<file path="src/rtl/button_debouncer_pkg.sv">
// rtl/button_debouncer_pkg.sv - shared state encoding, default timing and sizing helpers for the button debouncer
package button_debouncer_pkg;

  // Debouncer FSM state encoding
  typedef enum logic [1:0] {
    ST_IDLE        = 2'd0,
    ST_DEB_PRESS   = 2'd1,
    ST_PRESSED     = 2'd2,
    ST_DEB_RELEASE = 2'd3
  } btn_state_t;

  // Default timing constants in clock cycles
  localparam int unsigned DEF_DEBOUNCE_CLOCKS   = 6750000;
  localparam int unsigned DEF_LONG_PRESS_CLOCKS = 27000000;
  localparam int unsigned DEF_REPEAT_CLOCKS     = 6750000;

  // Largest of three values, used to size the shared counter width
  function automatic int unsigned max3(input int unsigned a, input int unsigned b,
                                       input int unsigned c);
    int unsigned m;
    m = (a > b) ? a : b;
    return (m > c) ? m : c;
  endfunction

  // Bits needed to hold 0..max_val, never less than one
  function automatic int unsigned cnt_width(input int unsigned max_val);
    int unsigned w;
    w = $clog2(max_val + 1);
    return (w < 1) ? 1 : w;
  endfunction

endpackage

</file>
<file path="src/rtl/button_debouncer_sync_2ff.sv">
// rtl/button_debouncer_sync_2ff.sv - two-flop synchronizer with a configurable reset level
module sync_2ff #(
  parameter bit RESET_VALUE = 1'b0
) (
  input  logic clk,
  input  logic reset,
  input  logic d,
  output logic q
);

  logic meta;

  // Two back-to-back flops; both come out of reset at the idle level of the pin
  always_ff @(posedge clk or posedge reset) begin
    if (reset) begin
      meta <= RESET_VALUE;
      q    <= RESET_VALUE;
    end else begin
      meta <= d;
      q    <= meta;
    end
  end

endmodule

</file>
<file path="src/rtl/button_debouncer.sv">
// rtl/button_debouncer.sv - button debouncer with click, release, long-press and auto-repeat pulses
module button_debouncer
  import button_debouncer_pkg::*;
#(
  parameter int unsigned DEBOUNCE_CLOCKS   = DEF_DEBOUNCE_CLOCKS,
  parameter int unsigned LONG_PRESS_CLOCKS = DEF_LONG_PRESS_CLOCKS,
  parameter int unsigned REPEAT_CLOCKS     = DEF_REPEAT_CLOCKS,
  parameter bit          ACTIVE_LOW        = 1'b0
) (
  input  logic clk,
  input  logic reset,
  input  logic btn_in,
  output logic btn_level,
  output logic click,
  output logic release_pulse,
  output logic long_press,
  output logic repeat_pulse
);

  localparam int unsigned CW = cnt_width(max3(DEBOUNCE_CLOCKS, LONG_PRESS_CLOCKS, REPEAT_CLOCKS));

  // The cycle that leaves IDLE/PRESSED is the first stable sample, so the
  // debounce counter only has to cover the remaining DEBOUNCE_CLOCKS-1 samples.
  localparam bit          DEB_ONE   = (DEBOUNCE_CLOCKS == 1);
  localparam logic [CW-1:0] DEB_LAST  = CW'((DEBOUNCE_CLOCKS >= 2) ? DEBOUNCE_CLOCKS - 2 : 0);
  localparam logic [CW-1:0] LONG_LAST = CW'(LONG_PRESS_CLOCKS - 1);
  localparam logic [CW-1:0] LONG_CNT  = CW'(LONG_PRESS_CLOCKS);
  localparam logic [CW-1:0] REP_LAST  = CW'((REPEAT_CLOCKS >= 1) ? REPEAT_CLOCKS - 1 : 0);
  localparam logic [CW-1:0] CNT_SAT   = '1;
  localparam bit          REP_ON    = (REPEAT_CLOCKS != 0);

  logic       sync_q;
  logic       btn_sync;
  btn_state_t state;
  logic [CW-1:0] deb_cnt;
  logic [CW-1:0] hold_cnt;
  logic [CW-1:0] rep_cnt;

  sync_2ff #(
    .RESET_VALUE(ACTIVE_LOW)
  ) u_sync (
    .clk  (clk),
    .reset(reset),
    .d    (btn_in),
    .q    (sync_q)
  );

  assign btn_sync = sync_q ^ ACTIVE_LOW;

  // Debounce FSM with hold/repeat timing; every output is a flop
  always_ff @(posedge clk or posedge reset) begin
    if (reset) begin
      state         <= ST_IDLE;
      deb_cnt       <= '0;
      hold_cnt      <= '0;
      rep_cnt       <= '0;
      btn_level     <= 1'b0;
      click         <= 1'b0;
      release_pulse <= 1'b0;
      long_press    <= 1'b0;
      repeat_pulse  <= 1'b0;
    end else begin
      click         <= 1'b0;
      release_pulse <= 1'b0;
      long_press    <= 1'b0;
      repeat_pulse  <= 1'b0;
      case (state)
        ST_IDLE: begin
          if (btn_sync) begin
            deb_cnt <= '0;
            if (DEB_ONE) begin
              state     <= ST_PRESSED;
              btn_level <= 1'b1;
              click     <= 1'b1;
              hold_cnt  <= '0;
              rep_cnt   <= '0;
            end else begin
              state <= ST_DEB_PRESS;
            end
          end
        end
        ST_DEB_PRESS: begin
          if (!btn_sync) begin
            state   <= ST_IDLE;
            deb_cnt <= '0;
          end else if (deb_cnt == DEB_LAST) begin
            state     <= ST_PRESSED;
            btn_level <= 1'b1;
            click     <= 1'b1;
            deb_cnt   <= '0;
            hold_cnt  <= '0;
            rep_cnt   <= '0;
          end else begin
            deb_cnt <= deb_cnt + 1'b1;
          end
        end
        ST_PRESSED: begin
          if (!btn_sync && DEB_ONE) begin
            // Release wins outright so no hold pulse can share its cycle
            state         <= ST_IDLE;
            btn_level     <= 1'b0;
            release_pulse <= 1'b1;
            hold_cnt      <= '0;
            rep_cnt       <= '0;
          end else begin
            if (!btn_sync) begin
              state   <= ST_DEB_RELEASE;
              deb_cnt <= '0;
            end
            if (hold_cnt != CNT_SAT) begin
              hold_cnt <= hold_cnt + 1'b1;
            end
            // hold_cnt only passes LONG_LAST once per press, and stays at or
            // above LONG_CNT afterwards (saturation is above LONG_CNT)
            if (hold_cnt == LONG_LAST) begin
              long_press <= 1'b1;
              rep_cnt    <= '0;
            end else if (REP_ON && (hold_cnt >= LONG_CNT)) begin
              if (rep_cnt == REP_LAST) begin
                repeat_pulse <= 1'b1;
                rep_cnt      <= '0;
              end else begin
                rep_cnt <= rep_cnt + 1'b1;
              end
            end
          end
        end
        ST_DEB_RELEASE: begin
          if (btn_sync) begin
            // Bounce back: hold and repeat counters resume where they froze
            state   <= ST_PRESSED;
            deb_cnt <= '0;
          end else if (deb_cnt == DEB_LAST) begin
            state         <= ST_IDLE;
            btn_level     <= 1'b0;
            release_pulse <= 1'b1;
            deb_cnt       <= '0;
            hold_cnt      <= '0;
            rep_cnt       <= '0;
          end else begin
            deb_cnt <= deb_cnt + 1'b1;
          end
        end
        default: begin
          state   <= ST_IDLE;
          deb_cnt <= '0;
        end
      endcase
    end
  end

endmodule

</file>
<file path="config.mk">
export PLATFORM = sky130hd
export DESIGN_NAME = button_debouncer
export DESIGN_NICKNAME = d
export VERILOG_FILES = /design/src/rtl/button_debouncer_pkg.sv /design/src/rtl/button_debouncer_sync_2ff.sv /design/src/rtl/button_debouncer.sv
export SDC_FILE = /design/constraint.sdc
export NUM_CORES = 1
export LEC_CHECK = 0
export BUFFER_PORTS_ARGS = -buffer_cell sky130_fd_sc_hd__buf_2
export CORE_ASPECT_RATIO = 1.25
export CORE_MARGIN = 4
export CORE_UTILIZATION = 50
export CTS_CLUSTER_SIZE = 12
export DETAILED_ROUTE_END_ITERATION = 12
export PLACE_DENSITY = 0.66
export SLEW_MARGIN = 15
export SYNTH_ARGS = -nofsm -noshare
export SYNTH_HDL_FRONTEND = slang
export SYNTH_SLANG_ARGS = --single-unit
export TNS_END_PERCENT = 100
</file>
<file path="constraint.sdc">
create_clock -name clk -period 7.11 [get_ports clk]
set_input_delay 0 -clock clk [delete_from_list [all_inputs] [get_ports clk]]
set_output_delay 0 -clock clk [all_outputs]
set_load 0.005 [all_outputs]
</file>
==> impl_metrics.py, run 1 <==
metrics = {
    "synth": {
        "synth_most_common_cell": "dfrtp_1",
        "synth_area_sq_um": 4640,
        "synth_xor_area_share_pct": 4.91,
        "synth_top_cells_by_count": "dfrtp_1 (84), o21ai_0 (56), nand2_1 (52)",
        "netlist.area_leader.share_pct": 45.3,
        "synth-compound-area-share_pct": 15.0,
        "ys_async_sr_fraction_pct": 100,
        "ys_warn_count": 0,
        "synth_top_area_cell": "dfrtp_1",
        "synth_simple_gate_area_share_pct": 30.4,
        "syn_nets": 535,
        "synth_ff_type": "dfrtp_1",
        "synth_area_leaders": "dfrtp_1 (45%), o21ai_0 (6.0%), nand2_1 (4.2%), xnor2_1 (3.8%), nor2_1 (3.7%)",
        "synth_seq_cells": 84,
        "synth_mux_area_share_pct": 0,
        "synth-adder-area-share_pct": 1.35,
        "synth_top_family_by_area": "simple AND/OR/NAND/NOR gates",
        "syn_area_per_cell_sq_um": 8.81,
        "syn_inst": 527,
        "synth_seq_area_share_pct": 45.3,
        "synth_edf_count": 0,
        "synthDistinctLibCells": 48,
    },
    "worst_setup_path": {
        "endpoint": "rep_cnt[23]",
        "rr_startpoint": "deb_cnt[0]",
        "cp_max_fo": 29,
        "cp.arrival_ns": 3.15,
        "crit_required_ns": 7.38,
        "worstRegToRegCells": 9,
        "endpoint_kind": "register",
        "r2r_slack_ns": 4.23,
        "crit_path_cell_trace": "inv_1 -> ha_1 -> nor3b_1 -> nand4_2 -> nor4_4 -> o22ai_1 -> buf_4 -> or4_1 -> a21oi_1",
        "critPathKind": "reg2reg",
        "start_kind": "register",
        "cpPeakStageDelay_ns": 0.53,
        "r2r-end": "rep_cnt[23]",
        "cp_slowest_cell": "or4_1",
        "startpoint": "deb_cnt[0]",
    },
    "power_and_ir_drop": {
        "ir_drop_uv": 139,
        "leakage_nw": 2.01,
        "p_per_area_nw_per_um2": 191,
    },
    "floorplan": {
        "die_h_microns": 116,
        "rows": 39,
        "core_sq_um": 9130,
        "start_util_pct": 50.9,
        "fp.dieW_microns": 94.2,
        "dieArea_sq_um": 10900,
        "ios": 8,
    },
    "global_routing": {
        "grt_antenna_before_repair": 0,
        "overflow": 0,
        "grt_usage_pct": 20.3,
        "grt_pass1_vias": 3742,
        "grt_first_pass_wirelength_mm": 17.6,
        "grt_max_degree": 85,
    },
    "status": {
        "status": "completed",
    },
    "drt": {
        "drt_iter0_markers": 182,
        "firstDrtPassIters": 4,
        "route.detailed.drc": 0,
        "ant_nets": 0,
        "wl_mm": 10.1,
        "vias_per_cell": 5.96,
        "routedWlPerCell_microns": 15.3,
        "vias": 3922,
    },
    "placement": {
        "place_hpwl_mm": 6.70,
        "gp_congestion": 0.827,
        "place_ws_ns": 4.27,
        "portBuffers": 7,
    },
    "clock_tree": {
        "clock-sinks": 84,
        "ctsResizeCount": 0,
        "postCtsSetupRepairBufs": 0,
        "clkTransAtPathRegs_ns": 0.06,
        "cts_tree": "done",
        "cts_htree_levels": 3,
        "cts_root_buf": "clkbuf_16",
        "numCtsBuffers": 9,
        "hold_buffers": 1,
        "clock_latency_ns": 0.35,
        "cts_buffer_depth": 2,
    },
    "job": {
        "max_cap_violations": 0,
    },
    "layout": {
        "drive_gt1_share_pct": 7.48,
        "fill_cells": 821,
        "diodes": 0,
        "nNetsFinal": 538,
        "area_growth_pct": 10.6,
    },
    "sta": {
        "skew_ns": 0.00851,
        "worst_pin_slew_ns": 1.13,
        "setup_viol": 0,
        "slew_viol_final": 0,
        "hold_viol": 0,
        "relSlewSlack_pct": 24.3,
        "min_period_over_period_pct": 40.5,
        "tns_ns": 0,
        "max_freq_ghz": 0.347,
        "worst_slack_ns": 4.23,
        "rsz0062_at_grt": "false",
        "period_needed_ns": 2.88,
    },
    "hold_path": {
        "hold_path_class": "in2reg",
        "hold_depth": 2,
    },
}
## where the power goes
group          switching, mW  internal (mW)  leakage, nW
sequential           0.00244          0.480         1.17
clock                  0.193          0.283        0.146
combinational         0.0180        0.00579        0.695
total                  0.213          0.768         2.01
## per-layer routing
| layer | global-route usage, % | part of all wire, % | vias to the layer above | wire, microns |
|---|---|---|---|---|
| met5 | 0 | 0 | - | 0 |
| met4 | 7.90 | 2.1 | 0 | 211 |
| met3 | 4.94 | 3.8 | 17 | 381 |
| met2 | 32.8 | 48 | 70 | 4820 |
| met1 | 26.5 | 46 | 1877 | 4660 |
| li1 | - | - | 1958 | - |
## metrics by stage
step                      instance area, sq um  hold WS, ns  power [mW]  utilization (%)  std cells
final                                     5130        0.301       0.982             56.3        658
after global routing                      5130        0.309        1.02             56.3        658
after CTS                                 5120       0.0364       0.993             56.1        657
after detailed placement                  4810        0.110       0.515             52.7        640
after global placement                    4810        0.109       0.514             52.7        640
after floorplan                           4640       0.0314       0.508                -        527
## flip-flops by register name, indices dropped and copies added, names as in the netlist, named ones only
| register | count |
|---|---|
| u_sync.meta | 1 |
| hold_cnt | 25 |
| click | 1 |
| repeat_pulse | 1 |
| release_pulse | 1 |
| state | 1 |
| rep_cnt | 25 |
| deb_cnt | 25 |
| u_sync.q | 1 |
| btn_level | 1 |
| long_press | 1 |
## kinds of logic (layout without fill, tap and decap cells)
logic type	Yosys count	count (layout)
AND/OR/NAND/NOR	258	258
flip-flops	84	84
buffers and inverters	37	45
AO/OA/AOI/OAI	117	117
adder cells (fa/ha/maj)	5	5
XOR/XNOR	26	26
## layout by cell type (no fill, tap or decap), types with 6 or more instances in the layout
| cell type | instances |
|---|---|
| a21oi_1 | 23 |
| and3_1 | 9 |
| and4_1 | 10 |
| buf_2 | 7 |
| clkbuf_16 | 9 |
| dfrtp_1 | 84 |
| inv_1 | 13 |
| nand2_1 | 52 |
| nand3_1 | 31 |
| nand4_1 | 20 |
| nor2_1 | 46 |
| nor3_1 | 20 |
| nor4_1 | 17 |
| o21ai_0 | 56 |
| o31ai_1 | 10 |
| or3_1 | 14 |
| or4_1 | 9 |
| xnor2_1 | 20 |
| xor2_1 | 6 |
## worst min-delay path by stage
stage                       from  slack, ns           to
after CTS                  reset       0.04  deb_cnt[17]
after detailed placement  btn_in       0.11  u_sync.meta
after global placement    btn_in       0.11  u_sync.meta
after global routing      btn_in       0.31  u_sync.meta
final                     btn_in       0.30  u_sync.meta
after floorplan           btn_in       0.03  u_sync.meta
## worst max-delay path: cells and delay by family (launching register included)
kind | cells | cell delay [ns]
and+or+nand+nor | 4 | 1.57
DFF | 1 | 0.44
buffers and inverters | 2 | 0.33
AOI/OAI and AO/OA | 2 | 0.31
adders and majority gates | 1 | 0.14
## final cells by class
| type | count | area (sq um) | area share (%) |
|---|---|---|---|
| inverters | 14 | 53.8 | 1.05 |
| multi-input cells | 406 | 2420 | 47.1 |
| clock buffers | 11 | 243 | 4.73 |
| clock inverters | 5 | 60.1 | 1.17 |
| well taps | 123 | 154 | 3.00 |
| repair buffers | 15 | 104 | 2.02 |
| flip-flops and latches | 84 | 2100 | 40.9 |
Power figures use the tool's default switching activity.
==> run 2: changes to the inputs <==
==> constraint.sdc (replaced) <==
create_clock -name clk -period 3 [get_ports clk]
set_input_delay 0 -clock clk [delete_from_list [all_inputs] [get_ports clk]]
set_output_delay 0 -clock clk [all_outputs]
set_load 0.005 [all_outputs]
==> impl_metrics.py, run 2 (synthesized netlist as in run 1, its figures left out) <==
metrics = {
    "worst_setup_path": {
        "cp_max_fo": 29,
        "worstRegToRegCells": 9,
        "cp_slowest_cell": "or4_1",
        "cp_num_cells": 9,
        "crit_required_ns": 3.27,
        "critPathKind": "reg2reg",
        "crit_family": "simple AND/OR/NAND/NOR gates",
        "endpoint_kind": "register",
        "start_kind": "register",
        "crit_path_cell_trace": "inv_1 -> ha_1 -> nor3b_1 -> nand4_2 -> nor4_4 -> o22ai_1 -> buf_4 -> or4_1 -> a21oi_1",
        "crit_buf_inv": 2,
        "cpPeakStageDelay_ns": 0.52,
        "r2r_slack_ns": 0.32,
        "cp.arrival_ns": 2.96,
    },
    "floorplan": {
        "ios": 8,
        "rows": 39,
        "fp.dieW_microns": 94.2,
        "core_sq_um": 9130,
        "start_util_pct": 50.9,
        "dieArea_sq_um": 10900,
        "die_h_microns": 116,
    },
    "global_routing": {
        "overflow": 0,
        "grt_first_pass_wirelength_mm": 18.3,
        "grt_max_degree": 44,
        "grt_antenna_before_repair": 0,
        "grt_usage_pct": 21.0,
        "grt_pass1_vias": 3811,
    },
    "clock_tree": {
        "clock-sinks": 84,
        "cts_buffer_depth": 2,
        "numCtsBuffers": 9,
        "ctsResizeCount": 0,
        "cts_htree_levels": 3,
        "hold_buffers": 2,
        "postCtsSetupRepairBufs": 0,
        "cts_tree": "done",
        "clkTransAtPathRegs_ns": 0.06,
        "cts_root_buf": "clkbuf_16",
        "clock_latency_ns": 0.34,
    },
    "power_and_ir_drop": {
        "ir_drop_uv": 287,
        "p_per_area_nw_per_um2": 468,
        "leakage_nw": 2.06,
    },
    "placement": {
        "place_ws_ns": 0.346,
        "portBuffers": 7,
        "gp_congestion": 0.867,
        "place_hpwl_mm": 7.45,
    },
    "hold_path": {
        "hold_path_class": "in2async",
    },
    "layout": {
        "nNetsFinal": 544,
        "final_cell_mix": "dfrtp_1 (84), o21ai_0 (56), nand2_1 (52), nor2_1 (46), nand3_1 (31)",
        "layout_commonest_cell": "dfrtp_1",
        "area_growth_pct": 12.4,
        "top_regs": "deb_cnt (25), hold_cnt (25), rep_cnt (25)",
        "drive_gt1_share_pct": 8.69,
        "diodes": 0,
    },
    "sta": {
        "period_needed_ns": 2.68,
        "tns_ns": 0,
        "worst_slack_ns": 0.316,
        "max_freq_ghz": 0.373,
        "slew_viol_final": 0,
        "worst_pin_slew_ns": 0.824,
        "min_period_over_period_pct": 89.5,
        "relSlewSlack_pct": 45.1,
        "hold_viol": 0,
        "rsz0062_at_grt": "false",
        "skew_ns": 0.00967,
        "setup_viol": 0,
    },
    "drt": {
        "ant_nets": 0,
        "route.detailed.drc": 0,
        "drt_iter0_markers": 253,
        "vias": 4027,
        "firstDrtPassIters": 6,
        "wl_mm": 10.7,
        "routedWlPerCell_microns": 16.1,
        "vias_per_cell": 6.06,
    },
    "status": {
        "status": "completed",
    },
    "job": {
        "max_cap_violations": 0,
    },
}
-- run 2: cell types whose count changed in the layout (fill, tap and decap cells not counted), sizes merged --
| cell | before | now |
|---|---|---|
| buf | 13 | 19 |
| bufinv | 1 | 2 |
| clkinv | 3 | 2 |
-- run 2: path summary, 6_finish.rpt --
kind | startpoint | to
max | deb_cnt[0] | rep_cnt[21]
min | reset | deb_cnt[20]
max reg2reg | deb_cnt[0] | rep_cnt[21]
min reg2reg | u_sync.meta | u_sync.q
max in group asynchronous | reset | rep_cnt[18]
min in group clk | btn_in | u_sync.meta
-- run 2: metal layers --
metal | vias to the layer above | global-route usage, % | wire length, microns
li1 | 1973 | - | -
met4 | 0 | 10.4 | 216
met1 | 1941 | 26.7 | 4670
met5 | - | 0 | 0
met3 | 15 | 2.60 | 363
met2 | 98 | 35.3 | 5440
-- run 2: metrics by stage --
stage / instance area (sq um) / power, mW / hold WS, ns / utilization (%) / instances
2_1_floorplan: 4640 / 1.20 / 0.0314 / - / 527
3_3_place_gp: 4860 / 1.23 / 0.110 / 53.3 / 646
3_5_place_dp: 4860 / 1.23 / 0.109 / 53.3 / 646
4_1_cts: 5220 / 2.47 / 0.298 / 57.2 / 664
5_1_grt: 5220 / 2.52 / 0.318 / 57.2 / 664
6_report: 5220 / 2.44 / 0.298 / 57.2 / 664
-- run 2: cell type report --
cell class / instances / area [sq um]
Clock inverter: 5 / 81.3
Timing Repair Buffer: 21 / 158
Fill cell: 827 / 3910
Sequential cell: 84 / 2100
Multi-Input combinational cell: 406 / 2420
Clock buffer: 11 / 253
Tap cell: 123 / 154
Inverter: 14 / 53.8
-- run 2: worst reg2reg max path, cell delays in order (launching register included) --
cell	delay (ns)
dfrtp_1	0.44
inv_1	0.09
ha_1	0.16
nor3b_1	0.33
nand4_2	0.26
nor4_4	0.33
o22ai_1	0.11
buf_4	0.23
or4_1	0.52
a21oi_1	0.15
-- run 2: power breakdown --
| group | total [mW] | internal [mW] | switching, mW |
|---|---|---|---|
| clock network | 1.24 | 0.776 | 0.459 |
| registers | 1.14 | 1.14 | 0.00660 |
| logic | 0.0636 | 0.0177 | 0.0459 |
==> run 3: changes to the inputs <==
--- a/config.mk
+++ b/config.mk
@@ -12,8 +12,8 @@
 export CTS_CLUSTER_SIZE = 12
 export DETAILED_ROUTE_END_ITERATION = 12
 export PLACE_DENSITY = 0.66
-export SLEW_MARGIN = 15
 export SYNTH_ARGS = -nofsm -noshare
 export SYNTH_HDL_FRONTEND = slang
+export SYNTH_HIERARCHICAL = 1
 export SYNTH_SLANG_ARGS = --single-unit
 export TNS_END_PERCENT = 100
==> impl_metrics.py, run 3 <==
metrics = {
    "synth": {
        "ys_warn_count": 6,
        "synth_top_area_cell": "dfrtp_1",
        "synth_most_common_cell": "dfrtp_1",
        "synth_top_cells_by_count": "dfrtp_1 (84), nand2_1 (58), o21ai_0 (45)",
        "syn_area_per_cell_sq_um": 8.96,
        "synth_seq_cells": 84,
        "synth_area_sq_um": 4600,
        "synth_edf_count": 0,
        "ys_async_sr_fraction_pct": 100,
        "synth_seq_area_share_pct": 45.7,
        "syn_nets": 521,
        "syn_inst": 513,
        "synth_ff_type": "dfrtp_1",
        "synthDistinctLibCells": 55,
        "synth_area_leaders": "dfrtp_1 (46%), o21ai_0 (4.9%), nand2_1 (4.7%), xor2_1 (4.2%), nand4_1 (3.8%)",
        "netlist.area_leader.share_pct": 45.7,
    },
    "floorplan": {
        "rows": 38,
        "start_util_pct": 52.0,
        "fp.dieW_microns": 93.8,
        "ios": 8,
        "die_h_microns": 115,
        "core_sq_um": 8840,
        "dieArea_sq_um": 10800,
    },
    "layout": {
        "diodes": 0,
        "drive_gt1_share_pct": 9.96,
        "fill_cells": 807,
        "layout_commonest_cell": "dfrtp_1",
        "nNetsFinal": 535,
        "final_cell_mix": "dfrtp_1 (84), nand2_1 (58), o21ai_0 (45), nor2_1 (44), nand4_1 (28)",
        "top_regs": "deb_cnt (25), hold_cnt (25), rep_cnt (25)",
        "area_growth_pct": 8.84,
    },
    "power_and_ir_drop": {
        "p_per_area_nw_per_um2": 387,
        "internal-power_mw": 1.48,
        "leakage_nw": 2.12,
        "clockPowerShare_pct": 37.9,
        "p_seq_share_pct": 58.9,
        "ir_drop_uv": 258,
        "p_comb_share_pct": 3.2,
        "p_switching_mw": 0.462,
        "switching_share_pct": 23.8,
    },
    "drt": {
        "route.detailed.drc": 0,
        "drt_iter0_markers": 153,
        "ant_nets": 0,
        "firstDrtPassIters": 4,
        "vias_per_cell": 5.87,
        "routedWlPerCell_microns": 15.0,
        "vias": 3828,
        "wl_mm": 9.75,
    },
    "clock_tree": {
        "clock-sinks": 84,
        "clock_latency_ns": 0.35,
        "hold_buffers": 2,
        "cts_htree_levels": 3,
        "numCtsBuffers": 9,
        "cts_buffer_depth": 2,
        "clkTransAtPathRegs_ns": 0.09,
        "cts_root_buf": "clkbuf_8",
        "postCtsSetupRepairBufs": 0,
        "cts_tree": "done",
        "ctsResizeCount": 0,
    },
    "global_routing": {
        "grt_antenna_before_repair": 0,
        "grt_first_pass_wirelength_mm": 17.4,
        "grt_usage_pct": 19.8,
        "grt_pass1_vias": 3737,
        "grt_max_degree": 41,
        "overflow": 0,
    },
    "placement": {
        "gp_congestion": 0.823,
        "portBuffers": 7,
        "place_hpwl_mm": 6.78,
    },
    "sta": {
        "rsz0062_at_grt": "false",
        "period_needed_ns": 2.57,
        "skew_ns": 0.0146,
        "min_period_over_period_pct": 85.8,
        "relSlewSlack_pct": 35.8,
        "max_freq_ghz": 0.389,
        "worst_pin_slew_ns": 0.960,
        "slew_viol_final": 0,
        "setup_viol": 0,
        "hold_ws_ns": 0.0536,
        "tns_ns": 0,
        "hold_viol": 0,
    },
    "worst_setup_path": {
        "cp.arrival_ns": 2.84,
        "cp_max_fo": 28,
        "crit_family": "simple AND/OR/NAND/NOR gates",
        "crit_buf_inv": 1,
        "endpoint_kind": "register",
        "start_kind": "register",
        "cp_slowest_cell": "or4_1",
        "critPathKind": "reg2reg",
        "crit_path_cell_trace": "inv_1 -> ha_1 -> nor4b_1 -> and4_1 -> a31oi_2 -> a21o_2 -> or4_1 -> a21oi_1",
        "cpPeakStageDelay_ns": 0.55,
        "crit_required_ns": 3.27,
        "cp_num_cells": 8,
        "worstRegToRegCells": 8,
    },
    "hold_path": {
        "hold_path_class": "in2async",
    },
    "status": {
        "status": "completed",
    },
    "job": {
        "max_cap_violations": 0,
    },
}
==> run 3: routing by layer <==
metal / vias to the layer above / part of all wire (%) / routed length (microns) / GRT usage, %
li1: 1892 / - / - / -
met1: 1873 / 46 / 4470 / 25.3
met2: 51 / 49 / 4820 / 33.4
met3: 12 / 2.8 / 274 / 3.34
met4: 0 / 1.9 / 183 / 7.90
met5: - / 0 / 0 / 0
==> run 3: per-stage QoR <==
step | area (sq um) | setup WS (ns) | util [%] | instances | total power [mW]
detailed placement | 4810 | 0.440 | 54.3 | 634 | 1.23
finish | 5000 | 0.426 | 56.6 | 652 | 1.94
CTS | 5000 | 0.405 | 56.6 | 652 | 1.96
floorplan | 4600 | 0.852 | - | 513 | 1.21
global route | 5000 | 0.208 | 56.6 | 652 | 2.02
global placement | 4810 | 0.550 | 54.3 | 634 | 1.22
==> run 3: cell families (layout without fill, tap and decap cells) <==
logic type	Yosys count	count (layout)	share of synthesized area (%)
DFF	84	84	45.7
xor gates and xnor gates	30	30	5.71
AOI/OAI and AO/OA	114	114	15.4
and+or+nand+nor	239	239	28.1
adders and majority gates	5	5	1.36
buffers and inverters	41	60	3.65
==> run 3: worst min-delay path, cell delays in order <==
cell and delay, ns:
dlygate4sd3_1 0.54, buf_2 0.13, inv_1 0.08
==> run 3: path summary, 6_finish.rpt <==
kind                        startpoint  slack (ns)           to
setup / recovery            deb_cnt[0]        0.43  rep_cnt[23]
setup reg to reg            deb_cnt[0]        0.43  rep_cnt[23]
min in group clk                btn_in        0.31  u_sync/meta
max in group asynchronous        reset        1.90   rep_cnt[1]
hold reg to reg            u_sync/meta        0.36     u_sync/q
hold / removal                   reset        0.05     u_sync/q
==> run 3: cell type report <==
cell class | instances | area, sq um | share of cell area, %
multi-input combinational | 388 | 2340 | 46.7
sequential | 84 | 2100 | 42.0
timing repair buffer | 22 | 153 | 3.05
tap | 120 | 150 | 3.00
clock buffer | 11 | 141 | 2.83
inverter | 22 | 83.8 | 1.67
clock inverter | 5 | 37.5 | 0.750
==> run 3: power groups by stage <==
stage	registers (mW)	clock network, mW	logic, mW
floorplan	1.16	0	0.0430
global placement	1.16	0	0.0618
detailed placement	1.16	0	0.0622
CTS	1.14	0.759	0.0647
global route	1.14	0.801	0.0729
finish	1.14	0.735	0.0625
